[src/rtl/hazard_ctrl.sv]
// rtl/hazard_ctrl.sv - pipeline hazard/stall controller: load-use bubbles, branch flush, memory-wait hold, perf counters
// Control outputs are combinational from state and inputs; state, wait count and counters are registered.
module hazard_ctrl #(
   parameter int unsigned MEM_TIMEOUT = 255,
   parameter int unsigned CNT_W       = 16
) (
   input  logic             clk,
   input  logic             rst_n,
   input  logic [4:0]       id_rs,
   input  logic [4:0]       id_rt,
   input  logic             id_uses_rt,
   input  logic             id_branch_taken,
   input  logic             id_jump,
   input  logic             ex_memread,
   input  logic [4:0]       ex_rt,
   input  logic             mem_req,
   input  logic             mem_ack,
   output logic             pc_write,
   output logic             ifid_write,
   output logic             ifid_flush,
   output logic             idex_bubble,
   output logic             pipe_hold,
   output logic             mem_err,
   output logic [CNT_W-1:0] stall_cnt,
   output logic [CNT_W-1:0] flush_cnt
);

   typedef enum logic [1:0] {
      RUN      = 2'd0,
      MEM_WAIT = 2'd1,
      ERR      = 2'd2
   } state_t;

   localparam logic [16:0] TIMEOUT_L = 17'(MEM_TIMEOUT);

   state_t           state_q, state_d;
   logic [15:0]      wcnt_q, wcnt_d;
   logic             mem_err_q, mem_err_d;
   logic [CNT_W-1:0] stall_cnt_q, stall_cnt_d;
   logic [CNT_W-1:0] flush_cnt_q, flush_cnt_d;

   logic load_use;
   logic mem_busy;
   logic hold;
   logic pc_write_c, ifid_write_c, ifid_flush_c, idex_bubble_c, pipe_hold_c;

   always_comb begin
      load_use = ex_memread && (ex_rt != 5'd0) &&
                 ((ex_rt == id_rs) || (id_uses_rt && (ex_rt == id_rt)));
      mem_busy = mem_req && !mem_ack;
      // The ack cycle of a memory wait already releases the hold.
      hold     = ((state_q == MEM_WAIT) && !mem_ack) || ((state_q == RUN) && mem_busy);
   end

   always_comb begin
      pc_write_c    = 1'b1;
      ifid_write_c  = 1'b1;
      ifid_flush_c  = 1'b0;
      idex_bubble_c = 1'b0;
      pipe_hold_c   = 1'b0;
      if (!rst_n) begin
         pc_write_c   = 1'b0;
         ifid_write_c = 1'b0;
      end else if (state_q == ERR) begin
         pc_write_c   = 1'b0;
         ifid_write_c = 1'b0;
         pipe_hold_c  = 1'b1;
      end else if (hold) begin
         pc_write_c   = 1'b0;
         ifid_write_c = 1'b0;
         pipe_hold_c  = 1'b1;
      end else if (load_use) begin
         // A branch/jump seen alongside load-use is re-resolved next cycle.
         pc_write_c    = 1'b0;
         ifid_write_c  = 1'b0;
         idex_bubble_c = 1'b1;
      end else if (id_branch_taken || id_jump) begin
         ifid_flush_c = 1'b1;
      end
   end

   always_comb begin
      state_d = state_q;
      wcnt_d  = wcnt_q;
      case (state_q)
         RUN: begin
            if (mem_busy) begin
               state_d = MEM_WAIT;
               wcnt_d  = 16'd1;
            end
         end
         MEM_WAIT: begin
            // wcnt_q counts busy cycles already spent; this cycle is number wcnt_q+1.
            if (mem_ack) begin
               state_d = RUN;
            end else if (({1'b0, wcnt_q} + 17'd1) >= TIMEOUT_L) begin
               state_d = ERR;
            end else begin
               wcnt_d = wcnt_q + 16'd1;
            end
         end
         ERR: begin
            state_d = ERR;
         end
         default: begin
            state_d = RUN;
         end
      endcase
   end

   always_comb begin
      mem_err_d   = (state_d == ERR);
      stall_cnt_d = stall_cnt_q;
      flush_cnt_d = flush_cnt_q;
      if (!pc_write_c && (state_q != ERR) && (stall_cnt_q != {CNT_W{1'b1}})) begin
         stall_cnt_d = stall_cnt_q + CNT_W'(1);
      end
      if (ifid_flush_c && (flush_cnt_q != {CNT_W{1'b1}})) begin
         flush_cnt_d = flush_cnt_q + CNT_W'(1);
      end
   end

   always_ff @(posedge clk or negedge rst_n) begin
      if (!rst_n) begin
         state_q     <= RUN;
         wcnt_q      <= 16'd0;
         mem_err_q   <= 1'b0;
         stall_cnt_q <= '0;
         flush_cnt_q <= '0;
      end else begin
         state_q     <= state_d;
         wcnt_q      <= wcnt_d;
         mem_err_q   <= mem_err_d;
         stall_cnt_q <= stall_cnt_d;
         flush_cnt_q <= flush_cnt_d;
      end
   end

   assign pc_write    = pc_write_c;
   assign ifid_write  = ifid_write_c;
   assign ifid_flush  = ifid_flush_c;
   assign idex_bubble = idex_bubble_c;
   assign pipe_hold   = pipe_hold_c;
   assign mem_err     = mem_err_q;
   assign stall_cnt   = stall_cnt_q;
   assign flush_cnt   = flush_cnt_q;

endmodule
[config.mk]
export PLATFORM = sky130hd
export DESIGN_NAME = hazard_ctrl
export DESIGN_NICKNAME = d
export VERILOG_FILES = /design/src/rtl/hazard_ctrl.sv
export SDC_FILE = /design/constraint.sdc
export NUM_CORES = 1
export LEC_CHECK = 0
export BUFFER_PORTS_ARGS = -buffer_cell sky130_fd_sc_hd__buf_2
export CORE_MARGIN = 4
export CORE_UTILIZATION = 49
export CTS_CLUSTER_DIAMETER = 120
export CTS_CLUSTER_SIZE = 28
export DETAILED_ROUTE_END_ITERATION = 12
export GPL_TIMING_DRIVEN = 0
export PLACE_DENSITY = 0.76
export RECOVER_POWER = 25
export SKIP_CTS_REPAIR_TIMING = 1
export SYNTH_ARGS = -nofsm -noshare
export SYNTH_HDL_FRONTEND = slang
export SYNTH_SLANG_ARGS = --single-unit
[constraint.sdc]
create_clock -name clk -period 2.4 [get_ports clk]
set_input_delay 0.48 -clock clk [delete_from_list [all_inputs] [get_ports clk]]
set_output_delay 0.48 -clock clk [all_outputs]
set_load 0.005 [all_outputs]
Yosys cells after proc, flatten, opt, wreduce, memory -nomap -nowiden:

Cells that the tools add are included.

* flip-flop bits (word level): 51
* input port bits: 23
* output and inout port bits: 38
* word-level logic and storage cells: 63

* $add $sub $neg: 4
* magnitude comparators: 1
* equality and inequality tests: 11
* muxes and demuxes: 24
* reduce and logical (&&, ||, !) cells: 18

Operator list (number)
* adder 16 x 1 -> 16 bit, second input constant: 3
* 2-to-1 mux 16 bit: 3
* inequality test 16 bit, second input constant: 2
* case mux 16 bit (2 select lines): 1
* adder 16 x 1 -> 17 bit, second input constant: 1
* >= comparator 17 x 8 -> 1 bit, second input constant: 1
* 2-to-1 mux 1 bit: 16
* == test 5 bit: 2
* logical AND 1 bit: 9
* inequality test 2 bit, second input constant: 4
* 2-to-1 mux 2 bit: 3
* case mux 2 bit (3 select lines): 1
* nonzero test 5 bit: 1
* == test 2 bit, second input constant: 2
* AND reduction 4 bit: 1
* logical OR 1 bit: 3
* == test 2 x 1 -> 1 bit, second input constant: 1
* zero test 1 bit: 2
* zero test 2 bit: 1
* nonzero test 2 bit: 1

Logic depth before layout (Yosys ltp):

Gate-level depths: netlist (run 1).

* depth after elaboration: 11
* gate-level depth with buffers: 11
* depth with buffers taken out: 9

Least setup slack after synthesis (run 1):

Ideal clock, no wire load.

* path kind: register -> register
* start point: register wcnt_q[1]
* end point: register wcnt_q[2]
* library setup time: 0.124 ns
* arrival time: 2.546 ns
* data required time: 2.276 ns
* slack: -0.270 ns
* stages on the path, launching flop included: 11
* path buffers: 2
* period minus slack after synthesis: 2.670 ns
* path through: dfrtp_1 ha_1 nand3_2 or4_4 o21a_1 a211oi_2 nand4b_1 buf_2 and2_4 buf_6 a211o_1

* longest elaborated chain between the ends: 4
* elaborated cells between the ends (all ways): 8
* classes of those cells: add/sub (2); order compare (1); eq/ne (1); mux (3); reduce/logical (1)

RTL lines
* start: declaration: RTL line 37 `logic [15:0] wcnt_q, wcnt_d;`
* start signal: assignment: RTL line 132 `wcnt_q <= wcnt_d;`
* adder 16 x 1 -> 17 bit or adder 16 x 1 -> 16 bit (tied branches): RTL line 96, 99
* >= comparator 17 x 8 -> 1 bit or 2-to-1 mux 16 bit (tied branches): RTL line 96 `end else if (({1'b0, wcnt_q} + 17'd1) >= TIMEOUT_L) begin`
* inequality test 2 bit (no line) or 2-to-1 mux 16 bit (tied branches)
* AND reduction 4 bit (no line) or case mux 16 bit (2 select lines) (tied branches)

Parallel ways exist; a longest one is shown, timed or not. The select of a mux whose other input is x is not followed.
A chain may end at the register's enable or synchronous reset.

Worst setup path in the final report (run 1):

Same ends and word-level chain as after synthesis.

==> flow_summary.html, run 1 <==
<table>
<tr><th>Metric</th><th>Value</th></tr>
<tr><th colspan="2">STA</th></tr>
<tr><td>Final Setup Violations</td><td>3</td></tr>
<tr><td>Count of endpoints failing hold in the final timing report</td><td>0</td></tr>
<tr><td>Clock period minus worst slack</td><td>2.471 ns</td></tr>
<tr><td>Post-layout worst setup margin</td><td>-0.07059 ns</td></tr>
<tr><td>Max-slew headroom at the worst pin</td><td>54.72%</td></tr>
<tr><td>Slew at the pin closest to its max-slew limit</td><td>0.6792 ns</td></tr>
<tr><td>Largest clock skew in the final design</td><td>0.005292 ns</td></tr>
<tr><td>Fraction of the cycle the final worst path needs</td><td>102.9%</td></tr>
<tr><td>Setup repair after global routing missed its margin</td><td>true</td></tr>
<tr><td>Slew Limit Fails</td><td>0</td></tr>
<tr><td>Maximum clock frequency</td><td>0.4048 GHz</td></tr>
<tr><th colspan="2">Clock tree</th></tr>
<tr><td>Worst-skew pair later-pin latency</td><td>0.30 ns</td></tr>
<tr><td>H-tree Lvls</td><td>2</td></tr>
<tr><td>Root Buffer</td><td>sky130_fd_sc_hd__clkbuf_8</td></tr>
<tr><td>CTS tree</td><td>done</td></tr>
<tr><td>Cts bufs inserted</td><td>5</td></tr>
<tr><td>Maximum clock insertion buffer count</td><td>2</td></tr>
<tr><td>Clock tree sinks</td><td>51</td></tr>
<tr><td>Clk slew on worst S/H paths</td><td>0.09 ns</td></tr>
<tr><th colspan="2">Yosys</th></tr>
<tr><td>Number of standard cells after synthesis</td><td>269</td></tr>
<tr><td>Post-synthesis share of cell area spent on full adders, half adders and majority gates</td><td>1.854%</td></tr>
<tr><td>Mapped cell area</td><td>2699 sq um</td></tr>
<tr><td>Share of cell area taken by muxes after synthesis</td><td>0.4172%</td></tr>
<tr><td>Synthesized flop and latch total</td><td>51</td></tr>
<tr><td>Synthesized area per cell</td><td>10.03 sq um</td></tr>
<tr><td>Main combinational cell family by area after synthesis</td><td>simple AND/OR/NAND/NOR gates</td></tr>
<tr><td>Compound-gate portion of the synthesized area</td><td>9.921%</td></tr>
<tr><td>Synthesized netlist net count</td><td>296</td></tr>
<tr><td>Yosys cell types</td><td>47</td></tr>
<tr><td>Simple-Gate Fraction of Synth Area</td><td>24.20%</td></tr>
<tr><td>Total number of yosys warnings</td><td>0</td></tr>
<tr><td>Post-synthesis share of cell area spent on xor and xnor gates</td><td>13.63%</td></tr>
<tr><td>Portion of the post-synthesis area used by sequential elements</td><td>47.29%</td></tr>
<tr><th colspan="2">Die</th></tr>
<tr><td>Placeable core area</td><td>5238 sq um</td></tr>
<tr><td>Width of the die</td><td>82.22 um</td></tr>
<tr><td>Starting density of the core</td><td>51.53%</td></tr>
<tr><td>Full die area</td><td>6759 sq um</td></tr>
<tr><td>Die height</td><td>82.22 um</td></tr>
<tr><td>Ports</td><td>61</td></tr>
<tr><td>Number of standard-cell rows in the floorplan</td><td>26</td></tr>
<tr><th colspan="2">Pwr</th></tr>
<tr><td>Part of the total power dissipated in combinational logic</td><td>25.6%</td></tr>
<tr><td>Total internal power</td><td>0.001468 W</td></tr>
<tr><td>Cell area power density</td><td>642.5 nW/um^2</td></tr>
<tr><td>LEAKAGE</td><td>1.620 nW</td></tr>
<tr><td>Reg power frac</td><td>52.2%</td></tr>
<tr><td>Power share of the clock group</td><td>22.2%</td></tr>
<tr><td>Net Sw Frac</td><td>32.01%</td></tr>
<tr><td>Sw power</td><td>0.0006912 W</td></tr>
<tr><td>Peak supply drop</td><td>515.9 uV</td></tr>
<tr><th colspan="2">Placed design</th></tr>
<tr><td>Routability congestion estimate from global placement</td><td>0.7865</td></tr>
<tr><td>IO Port Bufs</td><td>60</td></tr>
<tr><td>Number of placed instances, taps included</td><td>399</td></tr>
<tr><td>Worst setup slack before clock tree synthesis</td><td>-0.6658 ns</td></tr>
<tr><td>Total half-perimeter wirelength after legalization and detailed placement</td><td>4288 um</td></tr>
<tr><th colspan="2">Drt</th></tr>
<tr><td>Mean routed wirelength per cell</td><td>14.98 um</td></tr>
<tr><td>Number of vias per cell after detailed routing</td><td>5.495</td></tr>
<tr><td>First-pass iteration count of the detailed router</td><td>4</td></tr>
<tr><td>DRT antenna net count</td><td>0</td></tr>
<tr><td>Vias after detailed routing</td><td>2297</td></tr>
<tr><td>Residual DRC</td><td>0</td></tr>
<tr><td>Post-detailed-routing wire length</td><td>6263 um</td></tr>
<tr><td>Number of violations reported at the end of detailed-routing iteration 0</td><td>81</td></tr>
<tr><th colspan="2">Global routing</th></tr>
<tr><td>Initial antenna violation count</td><td>0</td></tr>
<tr><td>Vias in the first global route</td><td>2215</td></tr>
<tr><td>Remaining Overflow, GRT</td><td>0</td></tr>
<tr><td>GRT Resource Usage Total</td><td>19.26%</td></tr>
<tr><td>Largest net degree at the start of global routing</td><td>54</td></tr>
<tr><td>First-pass GRT wire length</td><td>10070 um</td></tr>
<tr><th colspan="2">Final layout</th></tr>
<tr><td>Most common library cell in the layout ignoring fill and taps</td><td>sky130_fd_sc_hd__buf_2</td></tr>
<tr><td>Post-route insts no fill</td><td>418</td></tr>
<tr><td>Commonest cells after routing, fill and taps aside</td><td>sky130_fd_sc_hd__buf_2, sky130_fd_sc_hd__dfrtp_1, sky130_fd_sc_hd__xnor2_1</td></tr>
<tr><td>Number of antenna diodes</td><td>0</td></tr>
<tr><td>Net count, final</td><td>374</td></tr>
<tr><td>Synthesis-to-finish area growth</td><td>24.52%</td></tr>
<tr><td>Fraction of layout cells with a size suffix above 1</td><td>31.90%</td></tr>
<tr><th colspan="2">Min path</th></tr>
<tr><td>Kind of path behind the tightest hold check</td><td>input port to async pin</td></tr>
<tr><th colspan="2">Critical path</th></tr>
<tr><td>Kind of launch point of the worst setup path</td><td>register</td></tr>
<tr><td>Nature of the critical path endpoint</td><td>register</td></tr>
<tr><td>Required time reported for the critical path endpoint</td><td>2.60 ns</td></tr>
<tr><td>Arr. time, crit path</td><td>2.67 ns</td></tr>
<tr><td>Type of the worst setup path</td><td>register to register</td></tr>
<tr><td>Max FO, Critical Path</td><td>8</td></tr>
<tr><th colspan="2">Status</th></tr>
<tr><td>Violated checks</td><td>negative setup slack</td></tr>
<tr><td>Run status</td><td>finished with violations</td></tr>
<tr><th colspan="2">Run</th></tr>
<tr><td>Max Cap Violations</td><td>0</td></tr>
</table>
-- power groups by stage --
stage,sequential [W],combinational (W),clock [W]
after floorplan,0.00113,0.000280,0
after global placement,0.00114,0.000491,0
after detailed placement,0.00114,0.000507,0
after CTS,0.00113,0.000508,0.000497
after global routing,0.00116,0.000628,0.000527
final,0.00113,0.000553,0.000480
-- cells by family (layout without fill, tap and decap cells) --
family	Yosys count	in the layout
xor+xnor	42	42
buf+inv	15	94
compound gates	37	37
flops	51	51
mux	1	1
simple gates	119	119
fa+ha+maj	4	4
-- registers in the layout, indices dropped and copies added, names as in the netlist --
signal	count
mem_err	1
state_q	2
flush_cnt	16
wcnt_q	16
stall_cnt	16
-- stage by stage --
| stage | TNS (ns) | hold WS (ns) | total power, W | util [%] | area [sq um] |
|---|---|---|---|---|---|
| 6_report | -0.1702 | 0.2114 | 0.002159 | 64.17 | 3361 |
| 2_1_floorplan | -0.4104 | 0.1844 | 0.001414 | - | 2731 |
| 4_1_cts | -9.908 | 0.4506 | 0.002135 | 61.11 | 3201 |
| 3_5_place_dp | -18.70 | 0.4683 | 0.001650 | 59.56 | 3119 |
| 5_1_grt | -0.8063 | 0.2536 | 0.002311 | 64.17 | 3361 |
| 3_3_place_gp | -14.65 | 0.4664 | 0.001633 | 59.56 | 3119 |
-- worst max-delay path: stages (launching register included) --
cell	delay, ns
sky130_fd_sc_hd__dfrtp_2	0.43
sky130_fd_sc_hd__ha_4	0.19
sky130_fd_sc_hd__nand3_4	0.08
sky130_fd_sc_hd__or4_4	0.45
sky130_fd_sc_hd__o21a_1	0.21
sky130_fd_sc_hd__a211oi_2	0.22
sky130_fd_sc_hd__nand4b_1	0.19
sky130_fd_sc_hd__buf_6	0.16
sky130_fd_sc_hd__and2_4	0.18
sky130_fd_sc_hd__a211o_1	0.26
-- cell usage after synthesis (all sizes together) --
library cell / number / share of area (%)
dfrtp: 51 / 47
nor4: 4 / 0.93
buf: 7 / 1.6
o22ai: 1 / 0.23
a21oi: 9 / 1.7
a211o: 3 / 0.97
and3: 19 / 4.4
xor2: 5 / 1.6
and2: 2 / 0.56
ha: 4 / 1.9
inv: 6 / 0.83
a21bo: 1 / 0.37
o2111ai: 1 / 0.32
a21o: 4 / 1.1
nand2b: 1 / 0.23
o31a: 1 / 0.32
nand4b: 1 / 0.32
nor4b: 2 / 0.65
or3b: 1 / 0.32
clkbuf: 2 / 0.28
a211oi: 2 / 0.74
o211ai: 2 / 0.56
o21a: 3 / 0.83
nor2: 11 / 1.5
or2: 2 / 0.46
o21ai: 4 / 0.74
o41ai: 2 / 0.65
nand3: 24 / 4.6
or3: 4 / 0.93
xnor2: 37 / 12
mux2: 1 / 0.42
nand4: 10 / 2.3
nor3: 5 / 0.93
a31o: 2 / 0.65
nor2b: 2 / 0.46
and4: 2 / 0.65
nor3b: 3 / 0.83
o211a: 2 / 0.74
or4: 2 / 0.70
nand2: 24 / 3.3
-- layer usage --
layer	global-route usage, %	part of all wire (%)	vias up
met5	0	0	-
met3	4.338	4.9	10
met1	25.28	43	1112
met2	31.57	51	62
met4	6.146	1.4	0
li1	-	-	1113
-- cell type report --
type,instances,area [sq um]
fillers,427,1877
multi-input cells,203,1429
flip-flops and latches,51,1282
repair buffers,73,400.4
well taps,70,87.58
clock buffers,7,76.32
plain buffers,7,57.56
inverters,6,22.52
clock inverters,1,5.005
-- path summary, 6_finish.rpt --
path,cells after the start,endpoint,slack (ns),start
setup / recovery,9,wcnt_q[2],-0.07,wcnt_q[1]
hold / removal,1,wcnt_q[3],0.21,rst_n
setup reg to reg,9,wcnt_q[2],-0.07,wcnt_q[1]
hold reg to reg,1,wcnt_q[1],0.48,state_q[1]
max in group asynchronous,1,wcnt_q[0],1.71,rst_n
min in group clk,1,wcnt_q[1],0.48,state_q[1]
Note: power is estimated with default switching activity, not from simulation.
==> run 2, diff against run 1 <==
Settings changed: BUFFER_PORTS_ARGS -buffer_cell sky130_fd_sc_hd__buf_2 to -buffer_cell sky130_fd_sc_hd__clkbuf_2.
==> run 2 against run 1 <==
The run ends with max-capacitance violations, max-slew violations, negative setup slack left. Via count grew 1.4%. Hold slack lost 0.069 ns. Worst setup slack gained 0.033 ns. Sequential share of layout area shrank 0.62 points. Core utilization grew 1.1 points.
==> flow_summary.html, run 2 (synthesis gave the netlist of run 1 again) <==
<table>
<tr><th>Metric</th><th>Value</th></tr>
<tr><th colspan="2">Status</th></tr>
<tr><td>Run status</td><td>finished with violations</td></tr>
<tr><td>Violated checks</td><td>max-capacitance violations, max-slew violations, negative setup slack</td></tr>
<tr><th colspan="2">Critical path</th></tr>
<tr><td>Standard cell with the maximum stage delay on the critical path</td><td>sky130_fd_sc_hd__or4_4</td></tr>
<tr><td>Nature of the critical path endpoint</td><td>register</td></tr>
<tr><td>Required time reported for the critical path endpoint</td><td>2.59 ns</td></tr>
<tr><td>Kind of launch point of the worst setup path</td><td>register</td></tr>
<tr><td>Delay of the slowest cell on the worst path</td><td>0.45 ns</td></tr>
<tr><td>Critical-path cell list</td><td>ha_4, nand3_4, or4_4, o21a_1, a211oi_2, nand4b_1, buf_6, and2_4, a211o_1</td></tr>
<tr><td>Max FO, Critical Path</td><td>8</td></tr>
<tr><td>Type of the worst setup path</td><td>register to register</td></tr>
<tr><td>Setup slack of the worst register-to-register path</td><td>-0.04 ns</td></tr>
<tr><td>Arr. time, crit path</td><td>2.62 ns</td></tr>
<tr><th colspan="2">STA</th></tr>
<tr><td>Maximum clock frequency</td><td>0.4102 GHz</td></tr>
<tr><td>Setup repair after global routing missed its margin</td><td>true</td></tr>
<tr><td>Slew at the pin closest to its max-slew limit</td><td>1.621 ns</td></tr>
<tr><td>Largest clock skew in the final design</td><td>0.008483 ns</td></tr>
<tr><td>Count of endpoints failing hold in the final timing report</td><td>0</td></tr>
<tr><td>Max-slew headroom at the worst pin</td><td>-8.050%</td></tr>
<tr><td>Clock period minus worst slack</td><td>2.438 ns</td></tr>
<tr><td>Final Setup Violations</td><td>2</td></tr>
<tr><td>Fraction of the cycle the final worst path needs</td><td>101.6%</td></tr>
<tr><td>Post-layout worst setup margin</td><td>-0.03794 ns</td></tr>
<tr><td>Slew Limit Fails</td><td>32</td></tr>
<tr><th colspan="2">Drt</th></tr>
<tr><td>Residual DRC</td><td>0</td></tr>
<tr><td>Post-detailed-routing wire length</td><td>6030 um</td></tr>
<tr><td>Number of violations reported at the end of detailed-routing iteration 0</td><td>85</td></tr>
<tr><td>Mean routed wirelength per cell</td><td>14.15 um</td></tr>
<tr><td>DRT antenna net count</td><td>0</td></tr>
<tr><td>First-pass iteration count of the detailed router</td><td>4</td></tr>
<tr><td>Vias after detailed routing</td><td>2330</td></tr>
<tr><td>Number of vias per cell after detailed routing</td><td>5.469</td></tr>
<tr><th colspan="2">Clock tree</th></tr>
<tr><td>Cts bufs inserted</td><td>5</td></tr>
<tr><td>CTS tree</td><td>done</td></tr>
<tr><td>Maximum clock insertion buffer count</td><td>2</td></tr>
<tr><td>Root Buffer</td><td>sky130_fd_sc_hd__clkbuf_8</td></tr>
<tr><td>Worst-skew pair later-pin latency</td><td>0.29 ns</td></tr>
<tr><td>H-tree Lvls</td><td>2</td></tr>
<tr><td>Clock tree sinks</td><td>51</td></tr>
<tr><td>Clk slew on worst S/H paths</td><td>0.09 ns</td></tr>
<tr><th colspan="2">Pwr</th></tr>
<tr><td>Peak supply drop</td><td>580.1 uV</td></tr>
<tr><td>Cell area power density</td><td>633.1 nW/um^2</td></tr>
<tr><td>LEAKAGE</td><td>1.626 nW</td></tr>
<tr><th colspan="2">Final layout</th></tr>
<tr><td>Post-route insts no fill</td><td>426</td></tr>
<tr><td>Most common library cell in the layout ignoring fill and taps</td><td>sky130_fd_sc_hd__clkbuf_2</td></tr>
<tr><td>Fill count</td><td>427</td></tr>
<tr><td>Finished layout cell area</td><td>3416 sq um</td></tr>
<tr><td>Net count, final</td><td>382</td></tr>
<tr><td>Number of antenna diodes</td><td>0</td></tr>
<tr><td>Commonest cells after routing, fill and taps aside</td><td>sky130_fd_sc_hd__clkbuf_2, sky130_fd_sc_hd__dfrtp_1, sky130_fd_sc_hd__xnor2_1</td></tr>
<tr><td>Final cell utilization of the core</td><td>65.22%</td></tr>
<tr><td>Synthesis-to-finish area growth</td><td>26.56%</td></tr>
<tr><td>Fraction of layout cells with a size suffix above 1</td><td>33.43%</td></tr>
<tr><th colspan="2">Placed design</th></tr>
<tr><td>IO Port Bufs</td><td>60</td></tr>
<tr><td>Number of placed instances, taps included</td><td>399</td></tr>
<tr><td>Total half-perimeter wirelength after legalization and detailed placement</td><td>4107 um</td></tr>
<tr><td>Routability congestion estimate from global placement</td><td>0.7698</td></tr>
<tr><td>Placed cell area</td><td>3119 sq um</td></tr>
<tr><td>Worst setup slack before clock tree synthesis</td><td>-0.9993 ns</td></tr>
<tr><th colspan="2">Global routing</th></tr>
<tr><td>GRT Resource Usage Total</td><td>17.87%</td></tr>
<tr><td>Remaining Overflow, GRT</td><td>0</td></tr>
<tr><td>Largest net degree at the start of global routing</td><td>54</td></tr>
<tr><td>Vias in the first global route</td><td>2099</td></tr>
<tr><td>First-pass GRT wire length</td><td>9522 um</td></tr>
<tr><td>Initial antenna violation count</td><td>0</td></tr>
<tr><th colspan="2">Die</th></tr>
<tr><td>Number of standard-cell rows in the floorplan</td><td>26</td></tr>
<tr><td>Ports</td><td>61</td></tr>
<tr><td>Starting density of the core</td><td>51.53%</td></tr>
<tr><td>Width of the die</td><td>82.22 um</td></tr>
<tr><td>Die height</td><td>82.22 um</td></tr>
<tr><td>Placeable core area</td><td>5238 sq um</td></tr>
<tr><td>Full die area</td><td>6759 sq um</td></tr>
<tr><th colspan="2">Run</th></tr>
<tr><td>Max Cap Violations</td><td>1</td></tr>
<tr><th colspan="2">Min path</th></tr>
<tr><td>Kind of path behind the tightest hold check</td><td>input port to async pin</td></tr>
</table>
-- run 2: cell types whose count changed in the layout (fill, tap and decap cells not counted), sizes merged --
cell	before	now
buf	78	25
a21oi	9	10
clkbuf	9	69
-- run 2: layout make-up --
cell class | instances | area (sq um) | area share [%]
buffer | 7 | 52.55 | 1.538
clock buffer | 7 | 76.32 | 2.234
clock inverter | 1 | 5.005 | 0.1465
inverter | 6 | 22.52 | 0.6593
multi-input combinational | 204 | 1445 | 42.31
sequential | 51 | 1282 | 37.55
tap | 70 | 87.58 | 2.564
timing repair buffer | 80 | 444.2 | 13.00
-- run 2: routing by layer --
metal / GRT usage [%] / vias up / wire length [um]
met5: 0 / - / 0
met1: 24.76 / 1143 / 2622
li1: - / 1131 / -
met4: 3.987 / 0 / 30
met2: 28.45 / 54 / 3061
met3: 4.230 / 2 / 315
-- run 2: worst paths after layout --
check,from,end,depth (start not counted)
min in group clk,state_q[1],wcnt_q[1],1
worst max register to register,wcnt_q[1],wcnt_q[4],9
max in group asynchronous,rst_n,flush_cnt[10],2
worst min-delay path,rst_n,wcnt_q[10],1
worst min register to register,state_q[1],wcnt_q[1],1
worst max-delay path,wcnt_q[1],wcnt_q[4],9
-- run 2: worst max-delay path, delay by kind of cell (launching register included) --
family	cells	cell delay, ns
compound gates	3	0.67
fa+ha+maj	1	0.19
simple gates	4	0.88
flops	1	0.43
buf+inv	1	0.16
-- run 2: through the flow --
step | power, W | setup TNS, ns | hold WS, ns
after floorplan | 0.001414 | -0.4104 | 0.1844
final | 0.002162 | -0.07336 | 0.1427
after CTS | 0.002121 | -14.72 | 0.4816
after global routing | 0.002317 | -1.760 | 0.1634
after global placement | 0.001636 | -21.24 | 0.4653
after detailed placement | 0.001648 | -24.79 | 0.4712
-- run 2: where the power goes --
part	internal [W]	switching, W	leakage, nW
Combinational	0.000277	0.000281	0.907
Clock	0.000205	0.000266	0.0422
Sequential	0.000984	0.000150	0.677
==> run 3, diff against run 2 <==
Settings changed: SETUP_SLACK_MARGIN set to 0.3.
==> run 3 against run 2 <==
The run still ends with max-capacitance violations, max-slew violations, negative setup slack left. Critical path depth is 1 higher. Total power is 2.4% higher. Die area stayed put. Combinational power is 8.4% higher. Critical path type unchanged. Largest power group unchanged.
==> flow_summary.html, run 3 (synthesis gave the netlist of run 1 again) <==
<table>
<tr><th>Metric</th><th>Value</th></tr>
<tr><th colspan="2">STA</th></tr>
<tr><td>Largest clock skew in the final design</td><td>0.007359 ns</td></tr>
<tr><td>Post-layout worst setup margin</td><td>-0.1843 ns</td></tr>
<tr><td>Maximum clock frequency</td><td>0.3869 GHz</td></tr>
<tr><td>Fraction of the cycle the final worst path needs</td><td>107.7%</td></tr>
<tr><td>Slew Limit Fails</td><td>30</td></tr>
<tr><td>Clock period minus worst slack</td><td>2.584 ns</td></tr>
<tr><td>Final Setup Violations</td><td>10</td></tr>
<tr><td>Max-slew headroom at the worst pin</td><td>-0.6529%</td></tr>
<tr><td>Count of endpoints failing hold in the final timing report</td><td>0</td></tr>
<tr><td>Final-layout setup total negative slack</td><td>-0.9809 ns</td></tr>
<tr><td>Setup repair after global routing missed its margin</td><td>true</td></tr>
<tr><td>Slew at the pin closest to its max-slew limit</td><td>1.510 ns</td></tr>
<tr><th colspan="2">Critical path</th></tr>
<tr><td>Nature of the critical path endpoint</td><td>register</td></tr>
<tr><td>Setup slack of the worst register-to-register path</td><td>-0.18 ns</td></tr>
<tr><td>Arr. time, crit path</td><td>2.78 ns</td></tr>
<tr><td>Start of the worst register-to-register path</td><td>wcnt_q[0]</td></tr>
<tr><td>Kind of launch point of the worst setup path</td><td>register</td></tr>
<tr><td>Worst R2R Path Depth</td><td>10</td></tr>
<tr><td>End of the worst register-to-register path</td><td>wcnt_q[2]</td></tr>
<tr><td>Required time reported for the critical path endpoint</td><td>2.59 ns</td></tr>
<tr><td>Type of the worst setup path</td><td>register to register</td></tr>
<tr><td>Max FO, Critical Path</td><td>8</td></tr>
<tr><th colspan="2">Placed design</th></tr>
<tr><td>Routability congestion estimate from global placement</td><td>0.7910</td></tr>
<tr><td>Total half-perimeter wirelength after legalization and detailed placement</td><td>4292 um</td></tr>
<tr><td>Placed cell area</td><td>3189 sq um</td></tr>
<tr><td>IO Port Bufs</td><td>60</td></tr>
<tr><th colspan="2">Pwr</th></tr>
<tr><td>LEAKAGE</td><td>1.659 nW</td></tr>
<tr><td>Cell area power density</td><td>638.9 nW/um^2</td></tr>
<tr><td>Peak supply drop</td><td>434.9 uV</td></tr>
<tr><th colspan="2">Clock tree</th></tr>
<tr><td>CTS tree</td><td>done</td></tr>
<tr><td>Maximum clock insertion buffer count</td><td>2</td></tr>
<tr><td>Worst-skew pair later-pin latency</td><td>0.30 ns</td></tr>
<tr><td>Clk slew on worst S/H paths</td><td>0.09 ns</td></tr>
<tr><td>Clock tree sinks</td><td>51</td></tr>
<tr><td>Root Buffer</td><td>sky130_fd_sc_hd__clkbuf_8</td></tr>
<tr><td>H-tree Lvls</td><td>2</td></tr>
<tr><td>Cts bufs inserted</td><td>5</td></tr>
<tr><th colspan="2">Drt</th></tr>
<tr><td>Mean routed wirelength per cell</td><td>14.94 um</td></tr>
<tr><td>First-pass iteration count of the detailed router</td><td>5</td></tr>
<tr><td>Vias after detailed routing</td><td>2341</td></tr>
<tr><td>Routed metal-1 wire length</td><td>2677 um</td></tr>
<tr><td>Post-detailed-routing wire length</td><td>6321 um</td></tr>
<tr><td>DRT antenna net count</td><td>0</td></tr>
<tr><td>Number of violations reported at the end of detailed-routing iteration 0</td><td>99</td></tr>
<tr><td>Number of vias per cell after detailed routing</td><td>5.534</td></tr>
<tr><td>Uppermost signal routing layer after detailed routing</td><td>met4</td></tr>
<tr><td>Met2 wire len</td><td>3203 um</td></tr>
<tr><td>Sum of met3 wire segment lengths after detailed routing</td><td>357 um</td></tr>
<tr><td>Residual DRC</td><td>0</td></tr>
<tr><th colspan="2">Final layout</th></tr>
<tr><td>Number of antenna diodes</td><td>0</td></tr>
<tr><td>Net count, final</td><td>380</td></tr>
<tr><td>Fill count</td><td>431</td></tr>
<tr><td>Commonest cells after routing, fill and taps aside</td><td>sky130_fd_sc_hd__clkbuf_2, sky130_fd_sc_hd__dfrtp_1, sky130_fd_sc_hd__xnor2_1</td></tr>
<tr><td>Fraction of layout cells with a size suffix above 1</td><td>36.26%</td></tr>
<tr><td>Most common library cell in the layout ignoring fill and taps</td><td>sky130_fd_sc_hd__clkbuf_2</td></tr>
<tr><td>Synthesis-to-finish area growth</td><td>28.42%</td></tr>
<tr><td>Finished layout cell area</td><td>3466 sq um</td></tr>
<tr><th colspan="2">Global routing</th></tr>
<tr><td>Remaining Overflow, GRT</td><td>0</td></tr>
<tr><td>Largest net degree at the start of global routing</td><td>54</td></tr>
<tr><td>Vias in the first global route</td><td>2170</td></tr>
<tr><td>GRT Resource Usage Total</td><td>18.63%</td></tr>
<tr><td>Initial antenna violation count</td><td>0</td></tr>
<tr><td>First-pass GRT wire length</td><td>9742 um</td></tr>
<tr><th colspan="2">Die</th></tr>
<tr><td>Width of the die</td><td>82.22 um</td></tr>
<tr><td>Full die area</td><td>6759 sq um</td></tr>
<tr><td>Starting density of the core</td><td>51.53%</td></tr>
<tr><td>Ports</td><td>61</td></tr>
<tr><td>Placeable core area</td><td>5238 sq um</td></tr>
<tr><td>Number of standard-cell rows in the floorplan</td><td>26</td></tr>
<tr><td>Die height</td><td>82.22 um</td></tr>
<tr><th colspan="2">Run</th></tr>
<tr><td>Max Cap Violations</td><td>1</td></tr>
<tr><th colspan="2">Min path</th></tr>
<tr><td>Kind of path behind the tightest hold check</td><td>input port to async pin</td></tr>
<tr><th colspan="2">Status</th></tr>
<tr><td>Run status</td><td>finished with violations</td></tr>
<tr><td>Violated checks</td><td>max-capacitance violations, max-slew violations, negative setup slack</td></tr>
</table>
## run 3: changes by cell type in the layout (fill, tap and decap cells not counted), sizes merged
cell,before,now
buf,25,22
clkinv,1,2
clkbuf,69,68
## run 3: layout make-up
| cell class | count | area [sq um] | share of cell area [%] |
|---|---|---|---|
| inverters | 6 | 22.52 | 0.6498 |
| well taps | 70 | 87.58 | 2.527 |
| clock inverters | 2 | 13.76 | 0.3971 |
| flip-flops and latches | 51 | 1280 | 36.93 |
| plain buffers | 9 | 71.32 | 2.058 |
| clock buffers | 5 | 68.82 | 1.986 |
| repair buffers | 76 | 416.7 | 12.02 |
| multi-input cells | 204 | 1505 | 43.43 |
## run 3: routing by layer
layer  vias to the layer above  track usage (%)
met1                      1130            23.29
met2                        74            32.21
met5                         -                0
met3                         7            3.796
li1                       1130                -
met4                         0            5.814
## run 3: how the worst max path moves through the flow
stage | end | slack (ns) | start
global placement | flush_cnt[13] | -0.57 | rst_n
detailed placement | flush_cnt[10] | -0.61 | rst_n
global route | wcnt_q[4] | -0.30 | wcnt_q[1]
CTS | ifid_flush | -0.53 | rst_n
floorplan | wcnt_q[2] | -0.12 | wcnt_q[1]
finish | wcnt_q[2] | -0.18 | wcnt_q[0]
## run 3: stage by stage
step / setup slack, ns / hold WS (ns) / cells / total power (W) / util (%)
after floorplan: -0.1172 / 0.1844 / 269 / 0.001433 / -
after detailed placement: -0.6071 / 0.4818 / 399 / 0.001677 / 60.89
after global placement: -0.5697 / 0.4744 / 399 / 0.001651 / 60.89
final: -0.1843 / 0.1543 / 423 / 0.002214 / 66.17
after CTS: -0.5257 / 0.4942 / 406 / 0.002151 / 62.47
after global routing: -0.2971 / 0.2018 / 423 / 0.002355 / 66.17
## run 3: worst max-delay path: stages, from the launching register on
cell and delay (ns):
sky130_fd_sc_hd__dfrtp_2 0.40, sky130_fd_sc_hd__ha_4 0.18, sky130_fd_sc_hd__nand3_4 0.09, sky130_fd_sc_hd__or4_4 0.57, sky130_fd_sc_hd__o21a_1 0.21, sky130_fd_sc_hd__a211oi_2 0.18, sky130_fd_sc_hd__nand4b_1 0.17, sky130_fd_sc_hd__buf_6 0.16
sky130_fd_sc_hd__and2_4 0.14, sky130_fd_sc_hd__buf_6 0.13, sky130_fd_sc_hd__a211o_1 0.25
## run 3: power breakdown
group          internal (W)  total (W)  leakage (nW)  switching, W
clock              0.000200   0.000480        0.0440      0.000280
sequential         0.000985    0.00113         0.681      0.000144
combinational      0.000310   0.000605         0.934      0.000295
